<file path="config.mk">
export PLATFORM = sky130hd
export DESIGN_NAME = pc_redirect_unit
export DESIGN_NICKNAME = d
export VERILOG_FILES = /design/src/rtl/pc_redirect_unit.sv
export SDC_FILE = /design/constraint.sdc
export NUM_CORES = 1
export LEC_CHECK = 0
export CELL_PAD_IN_SITES_DETAIL_PLACEMENT = 0
export CELL_PAD_IN_SITES_GLOBAL_PLACEMENT = 1
export CORE_ASPECT_RATIO = 2
export CORE_MARGIN = 5
export CORE_UTILIZATION = 56
export CTS_BUF_LIST = sky130_fd_sc_hd__clkbuf_8 sky130_fd_sc_hd__clkbuf_16
export CTS_CLUSTER_SIZE = 40
export DETAILED_ROUTE_END_ITERATION = 8
export DONT_BUFFER_PORTS = 1
export PLACE_DENSITY = 0.9
export SLEW_MARGIN = 20
export SYNTH_ARGS = -nofsm -noshare
export SYNTH_HDL_FRONTEND = slang
export SYNTH_SLANG_ARGS = --single-unit
export TNS_END_PERCENT = 100
</file>
<file path="constraint.sdc">
create_clock -name clk -period 5.1 [get_ports clk]
set_input_delay 1.02 -clock clk [delete_from_list [all_inputs] [get_ports clk]]
set_output_delay 1.02 -clock clk [all_outputs]
set_load 0.05 [all_outputs]
</file>
<file path="src/rtl/pc_redirect_unit.sv">
// Resolves BRANCH/CALL/RET into a redirect PC with a circular return-address stack.
// One-cycle latency; holds the response until resp_ready and accepts no request meanwhile.
module pc_redirect_unit #(
  parameter int PC_W      = 16,
  parameter int TGT_W     = 12,
  parameter int OFS_W     = 16,
  parameter int RAS_DEPTH = 8
) (
  input  logic                           clk,
  input  logic                           rst_n,
  input  logic                           req_valid,
  output logic                           req_ready,
  input  logic [1:0]                     req_op,
  input  logic [2:0]                     branch_cond,
  input  logic [2:0]                     flags,
  input  logic [PC_W-1:0]                pc_in,
  input  logic [OFS_W-1:0]               sign_ext,
  input  logic [TGT_W-1:0]               call_target,
  input  logic [PC_W-1:0]                ret_fallback_pc,
  output logic                           resp_valid,
  input  logic                           resp_ready,
  output logic                           resp_taken,
  output logic [PC_W-1:0]                resp_pc,
  input  logic                           flush,
  input  logic                           err_clr,
  output logic                           ras_overflow,
  output logic                           ras_underflow,
  output logic [$clog2(RAS_DEPTH):0]     ras_count
);

  localparam int PTR_W = $clog2(RAS_DEPTH);
  localparam int CNT_W = PTR_W + 1;

  typedef enum logic {IDLE, RESP} state_e;

  state_e           state_q, state_d;
  logic [PC_W-1:0]  ras_q [RAS_DEPTH];
  logic [PTR_W-1:0] sp_q, sp_d;
  logic [CNT_W-1:0] cnt_q, cnt_d;
  logic             taken_q, taken_d;
  logic [PC_W-1:0]  pc_q, pc_d;
  logic             ovf_q, ovf_d, unf_q, unf_d;
  logic             push, pop, cond, accept;
  logic             z, v, n;
  logic [PC_W-1:0]  ofs_ext, pc_inc;

  assign {z, v, n} = flags;
  assign ofs_ext   = PC_W'($signed(sign_ext));
  assign pc_inc    = pc_in + PC_W'(1);
  assign accept    = req_valid && (state_q == IDLE) && !flush;

  always_comb begin
    cond = 1'b0;
    case (branch_cond)
      3'b000:  cond = z;
      3'b001:  cond = n & ~v;
      3'b010:  cond = ~z & ~n & ~v;
      3'b011:  cond = v;
      3'b100:  cond = ~z;
      3'b101:  cond = v | ~n;
      3'b110:  cond = z | (n & ~v);
      default: cond = 1'b1;
    endcase
  end

  always_comb begin
    state_d = state_q;
    taken_d = taken_q;
    pc_d    = pc_q;
    sp_d    = sp_q;
    cnt_d   = cnt_q;
    push    = 1'b0;
    pop     = 1'b0;
    ovf_d   = ovf_q & ~err_clr;
    unf_d   = unf_q & ~err_clr;

    if (flush) begin
      state_d = IDLE;
    end else if (state_q == RESP) begin
      if (resp_ready) state_d = IDLE;
    end else if (accept) begin
      case (req_op)
        2'b01: begin
          state_d = RESP;
          taken_d = cond;
          pc_d    = cond ? pc_in + ofs_ext : pc_inc;
        end
        2'b10: begin
          state_d = RESP;
          taken_d = 1'b1;
          pc_d    = {pc_in[PC_W-1:TGT_W], call_target};
          push    = 1'b1;
        end
        2'b11: begin
          state_d = RESP;
          taken_d = 1'b1;
          if (cnt_q != '0) begin
            pc_d = ras_q[sp_q - PTR_W'(1)];
            pop  = 1'b1;
          end else begin
            pc_d  = ret_fallback_pc;
            unf_d = 1'b1;
          end
        end
        default: ;
      endcase
    end

    // A push at full lands on the oldest slot because sp has wrapped onto it.
    if (push) begin
      sp_d = sp_q + PTR_W'(1);
      if (cnt_q == CNT_W'(RAS_DEPTH)) ovf_d = 1'b1;
      else                            cnt_d = cnt_q + CNT_W'(1);
    end else if (pop) begin
      sp_d  = sp_q - PTR_W'(1);
      cnt_d = cnt_q - CNT_W'(1);
    end
  end

  always_ff @(posedge clk) begin
    if (!rst_n) begin
      state_q <= IDLE;
      taken_q <= 1'b0;
      pc_q    <= '0;
      sp_q    <= '0;
      cnt_q   <= '0;
      ovf_q   <= 1'b0;
      unf_q   <= 1'b0;
    end else begin
      state_q <= state_d;
      taken_q <= taken_d;
      pc_q    <= pc_d;
      sp_q    <= sp_d;
      cnt_q   <= cnt_d;
      ovf_q   <= ovf_d;
      unf_q   <= unf_d;
    end
  end

  always_ff @(posedge clk) begin
    if (rst_n && push) ras_q[sp_q] <= pc_inc;
  end

  assign req_ready     = (state_q == IDLE);
  assign resp_valid    = (state_q == RESP);
  assign resp_taken    = taken_q;
  assign resp_pc       = pc_q;
  assign ras_overflow  = ovf_q;
  assign ras_underflow = unf_q;
  assign ras_count     = cnt_q;

endmodule

</file>
Word-level counts from Yosys, hierarchy flattened
Memory sizes are Yosys's and may differ from the RTL's.
Index checks and enable logic that the tools add are counted.
- memory bits (writable): 128
- memories: 1
- output and inout bits: 25
- input port bits: 74
- register bits: 27
- memories (name ; depth ; bits a word ; rd ports ; clocked after Yosys merged registers in ; write ports ; line ; text):
    ras_q ; 8 ; 16 ; 1 ; 0 ; 1 ; 37 ; logic [PC_W-1:0] ras_q [RAS_DEPTH];
- mux-type cells: 32
- reductions and logical operators: 15
- bitwise operators: 14
- $add $sub $neg: 6
- equal/unequal tests: 11
- operators with widths (cell ; count):
    $pmux W16 S3 ; 1
    $mux W16 ; 2
    $mux W1 ; 22
    $add A16 B1 Y16 const B ; 1
    $add A16 B16 Y16 ; 1
    $mux W4 ; 3
    $eq A3 B3 Y1 const B ; 3
    $reduce_and A4 Y1 ; 2
    $not A1 Y1 ; 7
    $pmux W1 S7 ; 1
    $eq A3 B2 Y1 const B ; 2
    $mux W3 ; 2
    $and A1 B1 Y1 ; 5
    $add A4 B1 Y4 const B ; 1
    $eq A2 B2 Y1 const B ; 2
    $eq A4 B4 Y1 const B ; 1
    $reduce_bool A2 Y1 ; 2
    $reduce_bool A4 Y1 ; 1
    $reduce_or A2 Y1 ; 2
    $sub A4 B1 Y4 const B ; 1
    $add A3 B1 Y3 const B ; 1
    $eq A3 B1 Y1 const B ; 1
    $logic_and A1 B1 Y1 ; 3
    $logic_not A3 Y1 ; 1
    9 further kinds ; 10

Longest topological paths before layout
Gate-level depths: netlist of run 1.
- depth after elaboration: 9
- mapped depth: 11

Worst setup path after synthesis of run 1
No wires, ideal clock.
- path kind: input-to-reg
- start point: input flush
- end point: memory ras_q[1][0], enable pin
- cell stages on the path: 5
- library setup time: 0.430 ns
- buffers on the path: 1
- arrival: 3.368 ns
- setup slack: 1.302 ns
- cells stage by stage: nor3b_2 -> and2_1 -> buf_4 -> inv_2 -> nor4_1
- longest elaborated chain between the ends: 8
- RTL lines (what ; line ; text):
    from (decl) ; 24 ; input logic flush,
    $logic_not A1 Y1 ; 50 ; assign accept = req_valid && (state_q == IDLE) && !flush;
    $logic_and A1 B1 Y1 ; 50 ;
    $mux W1 ; 81 ; end else if (accept) begin
    $mux W1 ; 79 ; end else if (state_q == RESP) begin
    $mux W1 * ; 77 ; if (flush) begin
    $logic_and A1 B1 Y1 * ; 141 ; if (rst_n && push) ras_q[sp_q] <= pc_inc;
    $mux W1 * ; 141 ;
    $mux W1 (not written as such) * ; 141 ;
    to (decl) ; 37 ;
Every way passes the cells marked *; elsewhere a longest branch is shown, timed or not.

Worst setup path in the final report of run 1
- start point: register sp_q[1]
- end point: register pc_q[9] (netlist: resp_pc[9])
- longest elaborated chain between the ends: 4
- RTL lines (what ; line ; text):
    from (decl) ; 38 ; logic [PTR_W-1:0] sp_q, sp_d;
    from (signal assigned) ; 133 ; sp_q <= sp_d;
    $sub A3 B1 Y3 ; 98 ; pc_d = ras_q[sp_q - PTR_W'(1)];
    $mem_v2 Z8 W16 ; -- ;
    $mux W16 ; 97 ; if (cnt_q != '0) begin
    $pmux W16 S3 ; 82 ; case (req_op)
    to (signal assigned) ; 132 ; pc_q <= pc_d;
    to (decl) ; 41 ; logic [PC_W-1:0] pc_q, pc_d;
No other way between the ends.
A chain may end at the register's enable or synchronous reset.

==> results of run 1 <==
through the flow:
stage,cell area [um^2],total power (W)
final,8460,0.00300
after global routing,8460,0.00309
after CTS,8460,0.00300
after detailed placement,7900,0.00181
after global placement,7900,0.00180
after floorplan,7740,0.00173
registers in the layout, indices dropped and copies added (netlist names):
register,count
ras_q,128
resp_pc,16
ras_count,4
sp_q,3
ras_overflow,1
ras_underflow,1
resp_taken,1
resp_valid,1
Yosys cell counts, drive strengths merged, types with 5 or more instances:
| cell type | number | area [um^2] |
|---|---|---|
| xor2 | 11 | 115 |
| o211ai | 7 | 52.6 |
| nor4 | 5 | 46.3 |
| nand3 | 13 | 65.1 |
| a31oi | 13 | 81.3 |
| clkbuf | 12 | 45.0 |
| and2 | 5 | 31.3 |
| inv | 20 | 75.1 |
| mux2i | 21 | 210 |
| nor2 | 24 | 92.6 |
| a21oi | 45 | 236 |
| a211oi | 9 | 67.6 |
| ha | 20 | 250 |
| edfxtp | 128 | 3840 |
| dfxtp | 27 | 541 |
| o21ai | 37 | 185 |
| nor3 | 15 | 75.1 |
| buf | 15 | 116 |
| xnor2 | 20 | 175 |
| nand4 | 5 | 31.3 |
| mux4 | 32 | 721 |
| a21o | 9 | 67.6 |
| nand2 | 34 | 128 |
| nor2b | 6 | 37.5 |
per-layer routing:
metal  wire length [um]  GRT usage  vias up
met5                  0          0        -
met4               1400      0.176        0
met3               1250     0.0546       67
met2              10800      0.457      255
met1               6720      0.267     2513
li1                   -          -     2295
cell families (layout without fill, tap and decap cells):
logic type | after synthesis | count (layout)
compound gates | 155 | 155
flops | 155 | 155
simple gates | 118 | 118
mux | 54 | 54
buf+inv | 48 | 65
xor+xnor | 31 | 31
fa+ha+maj | 21 | 21
power breakdown:
group | switching (W) | leakage [nW] | internal [W]
sequential | 0.0000565 | 1.37 | 0.00139
clock | 0.000527 | 0.259 | 0.000680
combinational | 0.000215 | 1.28 | 0.000130
total | 0.000799 | 2.91 | 0.00220
how the worst min path moves through the flow:
stage | startpoint | to | slack, ns | depth (start not counted)
2_1_floorplan | sp_q[2] | sp_q[2] | 0.61 | 3
3_3_place_gp | resp_pc[1] | resp_pc[1] | 0.73 | 2
3_5_place_dp | resp_pc[1] | resp_pc[1] | 0.72 | 2
4_1_cts | flush | resp_valid | 0.65 | 1
5_1_grt | flush | resp_valid | 0.65 | 1
6_report | flush | resp_valid | 0.67 | 1
layout make-up:
type | count | area [um^2]
fill | 1029 | 5050
clock buffer | 17 | 425
inverter | 21 | 78.8
tap | 155 | 194
clock inverter | 14 | 139
multi-input combinational | 379 | 3140
timing repair buffer | 13 | 97.6
sequential | 155 | 4390
==> flow_metrics.tcl, run 1 <==
set metrics [dict create \
    status "finished, final reports clean" \
    ys_seq_elements 155 \
    startpoint_type "flip-flop" \
    relSlewSlack 0.317 \
    p_per_area_nw_per_um2 354 \
    netlist_area_um2 7740 \
    syn_area_per_cell_um2 13.3 \
    p_leak_nw 2.91 \
    critical_path_buf_inv_count 2 \
    dp_hpwl_um 14600 \
    core_area_um2 13500 \
    place_worst_setup_slack_ns 1.89 \
    final_cell_mix "edfxtp_1 (128), a21oi_1 (44), nand2_1 (34), o21ai_0 (34), mux4_2 (32)" \
    dieArea_um2 16400 \
    clock_insertion_delay_worst_skew_ns 0.42 \
    final_cells 754 \
    cts_buffers 17 \
    crit_cells 8 \
    startpoint "sp_q[1]" \
    finalSetupViolCount 0 \
    arrival_ns 3.36 \
    timing_worst_setup_path_type "reg -> reg" \
    post_cts_resized 0 \
    cts_buffer_depth 2 \
    fin_setup_tns_ns 0 \
    ioPinCount 99 \
    crit_chain "inv_1, ha_1, buf_4, mux4_2, mux2i_1, a21oi_1, a21oi_1, a31oi_1" \
    synth_edf_count 128 \
    seq_area_frac_synth 0.567 \
    report.final.slew_viol_count 0 \
    syn_inst 582 \
    drt_iter0_drc 418 \
    port_buffers 0 \
    area_delta_synth_final_pct 9.41 \
    hold_path.class "in -> reg" \
    critPathMaxStageDelay_ns 0.96 \
    worst_slack_ns 2.04 \
    num_vias 5130 \
    finClkSkew_ns 0.0108 \
    synth_compound_area_frac 0.130 \
    finalNetCount 682 \
    num_rows 60 \
    yosys.area_share.simple 0.0771 \
    viasPerCell 6.80 \
    drcViolationCount 0 \
    synthMuxAreaShare 0.122 \
    cp_common_cell "a21oi_1" \
    n_antenna_cell 0 \
    r2r_slack_ns 2.04 \
    antenna_found_initial 0 \
    gp_congestion 0.889 \
    drive_gt1_frac 0.157 \
    synth_fp_nets 677 \
    wire_per_inst_um 26.7 \
    grt_max_degree 39 \
    hold_violations 0 \
    clkTransAtPathRegs_ns 0.07 \
    synth.distinct_cells 62 \
    required_ns 5.40 \
    synthAdderAreaFrac 0.0349 \
    gr-total-overflow 0 \
    start_util 0.573 \
    grt_pass1_wl_um 30900 \
    wirelength_um 20200 \
    cts_tree "yes" \
    grt_pass1_vias 5423 \
    place_inst 723 \
    r2r_start "sp_q[1]" \
    rsz0062_at_grt "false" \
    vdd_drop_max_mv 0.245 \
    finalHoldWorstSlack_ns 0.666 \
    cts-root-buf "clkbuf_16" \
    synth_ff_type "edfxtp_1" \
    die_w_um 93.1 \
    clock_sinks 155 \
    ys_warn_count 0 \
    cts_setup_buffers 0 \
    cp-endpoint "resp_pc[9]" \
    worst_pin_slew_ns 1.02 \
    period_needed_ns 3.06 \
    layout_commonest_cell "edfxtp_1" \
    cp_top_family "adder cells" \
    ctsHoldBuffers 0 \
    r2r_cells 8 \
    finalCritPeriodShare 0.600 \
    first_pass_iters 7 \
    ant_nets 0 \
    critPathSlowestCell "ha_1" \
    die_height_um 176 \
    fin_util 0.626 \
    cap_violations 0 \
    synthXorXnorAreaFrac 0.0375 \
    grt_use_total 0.258 \
    async_flop_share 0 \
    max_freq_mhz 327 \
    timing.rr.end "resp_pc[9]" \
    critPathMaxFanout 22 \
    end_kind "flip-flop" \
    synth_top_family_by_area "compound AO/OA/AOI/OAI gates" \
    cts_max_level 4 \
]
Power figures use the tool's default switching activity.
==> run 2, diff against run 1 <==
--- a/config.mk
+++ b/config.mk
@@ -9,12 +9,12 @@
 export CELL_PAD_IN_SITES_GLOBAL_PLACEMENT = 1
 export CORE_ASPECT_RATIO = 2
 export CORE_MARGIN = 5
-export CORE_UTILIZATION = 56
+export CORE_UTILIZATION = 47
 export CTS_BUF_LIST = sky130_fd_sc_hd__clkbuf_8 sky130_fd_sc_hd__clkbuf_16
 export CTS_CLUSTER_SIZE = 40
 export DETAILED_ROUTE_END_ITERATION = 8
 export DONT_BUFFER_PORTS = 1
-export PLACE_DENSITY = 0.9
+export PLACE_DENSITY = 0.81
 export SLEW_MARGIN = 20
 export SYNTH_ARGS = -nofsm -noshare
 export SYNTH_HDL_FRONTEND = slang
==> constraint.sdc (replaced) <==
create_clock -name clk -period 2.8 [get_ports clk]
set_input_delay 0.56 -clock clk [delete_from_list [all_inputs] [get_ports clk]]
set_output_delay 0.56 -clock clk [all_outputs]
set_load 0.05 [all_outputs]
==> run 2 against run 1 <==
Via count up 0.82%. Non-clock buffer count is 18 higher. Sequential share of layout area shrank 2.1 points. Count of clock-buffer cells in the layout is 8 higher. Maximum frequency rose by 26%. Largest cell class unchanged. Worst hold slack lost 0.50 ns. Flip-flop and latch count stayed put. Clock skew increased by 0.0066 ns. Clock power increased by 110%. Critical path type unchanged. Sequential power is 82% higher. Wire length increased by 3.8%.
==> flow_metrics.tcl, run 2 (synthesis gave the netlist of run 1 again) <==
set metrics [dict create \
    wirelength_um 20900 \
    hp-start "flush" \
    dp_hpwl_um 15200 \
    period_needed_ns 2.42 \
    viasPerCell 6.28 \
    num_vias 5172 \
    drcViolationCount 0 \
    area_delta_synth_final_pct 14.0 \
    report.final.slew_viol_count 0 \
    startpoint_type "flip-flop" \
    cts_max_level 4 \
    timing.rr.end "resp_pc[1]" \
    crit_cells 9 \
    gr-total-overflow 0 \
    antenna_found_initial 0 \
    first_pass_iters 5 \
    cts_setup_buffers 0 \
    finalCritPeriodShare 0.866 \
    wire_per_inst_um 25.4 \
    top_register "ras_q" \
    required_ns 3.16 \
    finClkSkew_ns 0.0174 \
    max_freq_mhz 413 \
    hold_violations 0 \
    cts-root-buf "clkbuf_16" \
    r2r_slack_ns 0.38 \
    vdd_drop_max_mv 0.414 \
    fin_setup_tns_ns 0 \
    drive_gt1_frac 0.179 \
    cp-endpoint "resp_pc[1]" \
    startpoint "sp_q[1]" \
    clock_insertion_delay_worst_skew_ns 0.47 \
    timing_worst_setup_path_type "reg -> reg" \
    clkTransAtPathRegs_ns 0.06 \
    critPathMaxFanout 34 \
    end_kind "flip-flop" \
    fillCellCount 1308 \
    placed_area_um2 8130 \
    gp_congestion 0.921 \
    grt_pass1_wl_um 31500 \
    status "finished, final reports clean" \
    p_leak_nw 3.09 \
    grt_use_total 0.222 \
    rsz0062_at_grt "false" \
    cp_top_family "multiplexers" \
    grt_pass1_vias 5518 \
    drt_iter0_drc 368 \
    p_per_area_nw_per_um2 666 \
    largest_reg_flops 128 \
    min_path_cells 1 \
    cts_buffer_depth 3 \
    cap_violations 0 \
    n_antenna_cell 0 \
    critPathSlowestCell "dfxtp_1" \
    clock_sinks 155 \
    num_rows 66 \
    critical_path_buf_inv_count 2 \
    crit_chain "inv_1, ha_1, buf_12, mux4_2, mux2i_1, a21oi_1, nor3_1, a311o_1, o21ai_1" \
    dieArea_um2 19300 \
    arrival_ns 2.78 \
    die_height_um 191 \
    final_cell_mix "edfxtp_1 (128), a21oi_1 (44), nand2_1 (34), o21ai_0 (34), mux4_2 (32)" \
    cts_buffers 25 \
    cts_tree "yes" \
    start_util 0.476 \
    fin_area_um2 8820 \
    finalSetupViolCount 0 \
    critPathMaxStageDelay_ns 0.47 \
    core_area_um2 16300 \
    grt_max_degree 39 \
    layout_commonest_cell "edfxtp_1" \
    post_cts_resized 0 \
    r2r_cells 9 \
    die_w_um 101 \
    ioPinCount 99 \
    ant_nets 0 \
    hold_path.class "in -> reg" \
    port_buffers 0 \
    r2r_start "sp_q[1]" \
    ctsHoldBuffers 0 \
    relSlewSlack 0.278 \
    finalNetCount 708 \
    worst_pin_slew_ns 1.08 \
]
-- run 2: cell count changes in the layout (fill, tap and decap cells not counted), moves of 2 or more --
cell / change
clkinvlp_4: -5
inv_6: -4
clkinv_2: +4
buf_12: +3
buf_4: +15
clkbuf_16: +8
clkinv_1: +2
inv_8: -2
-- run 2: per-layer routing --
layer  vias up  share of wire  track usage
li1       2351              -            -
met1      2558           0.33        0.224
met2       210           0.57        0.414
met3        53          0.057       0.0497
met4         0          0.043        0.112
met5         -              0            0
-- run 2: how the worst min path moves through the flow --
| stage | end |
|---|---|
| 6_report | resp_valid |
| 5_1_grt | resp_valid |
| 4_1_cts | resp_valid |
| 3_5_place_dp | resp_valid |
| 3_3_place_gp | resp_valid |
| 2_1_floorplan | sp_q[2] |
-- run 2: report_power, final --
group	internal [W]	leakage, nW	total, W	switching [W]
logic	0.000263	1.37	0.000662	0.000399
clock network	0.00168	0.346	0.00260	0.000921
registers	0.00253	1.37	0.00262	0.0000878
total	0.00447	3.09	0.00588	0.00141
-- run 2: area by class of cell --
cell class,instances,area [um^2],share of cell area
Sequential cell,155,4390,0.497
Multi-Input combinational cell,379,3140,0.356
Clock buffer,25,626,0.0709
Timing Repair Buffer,31,270,0.0306
Tap cell,204,255,0.0289
Inverter,21,78.8,0.00894
Clock inverter,8,61.3,0.00695
-- run 2: stage by stage --
stage | hold WS [ns] | power, W | std cells | setup slack, ns | utilization
5_1_grt | 0.157 | 0.00607 | 823 | 0.215 | 0.542
6_report | 0.169 | 0.00588 | 823 | 0.376 | 0.542
4_1_cts | 0.162 | 0.00590 | 823 | 0.338 | 0.542
3_5_place_dp | 0.650 | 0.00332 | 790 | 0.332 | 0.500
2_1_floorplan | 0.613 | 0.00315 | 582 | -0.538 | -
3_3_place_gp | 0.637 | 0.00331 | 790 | 0.362 | 0.500
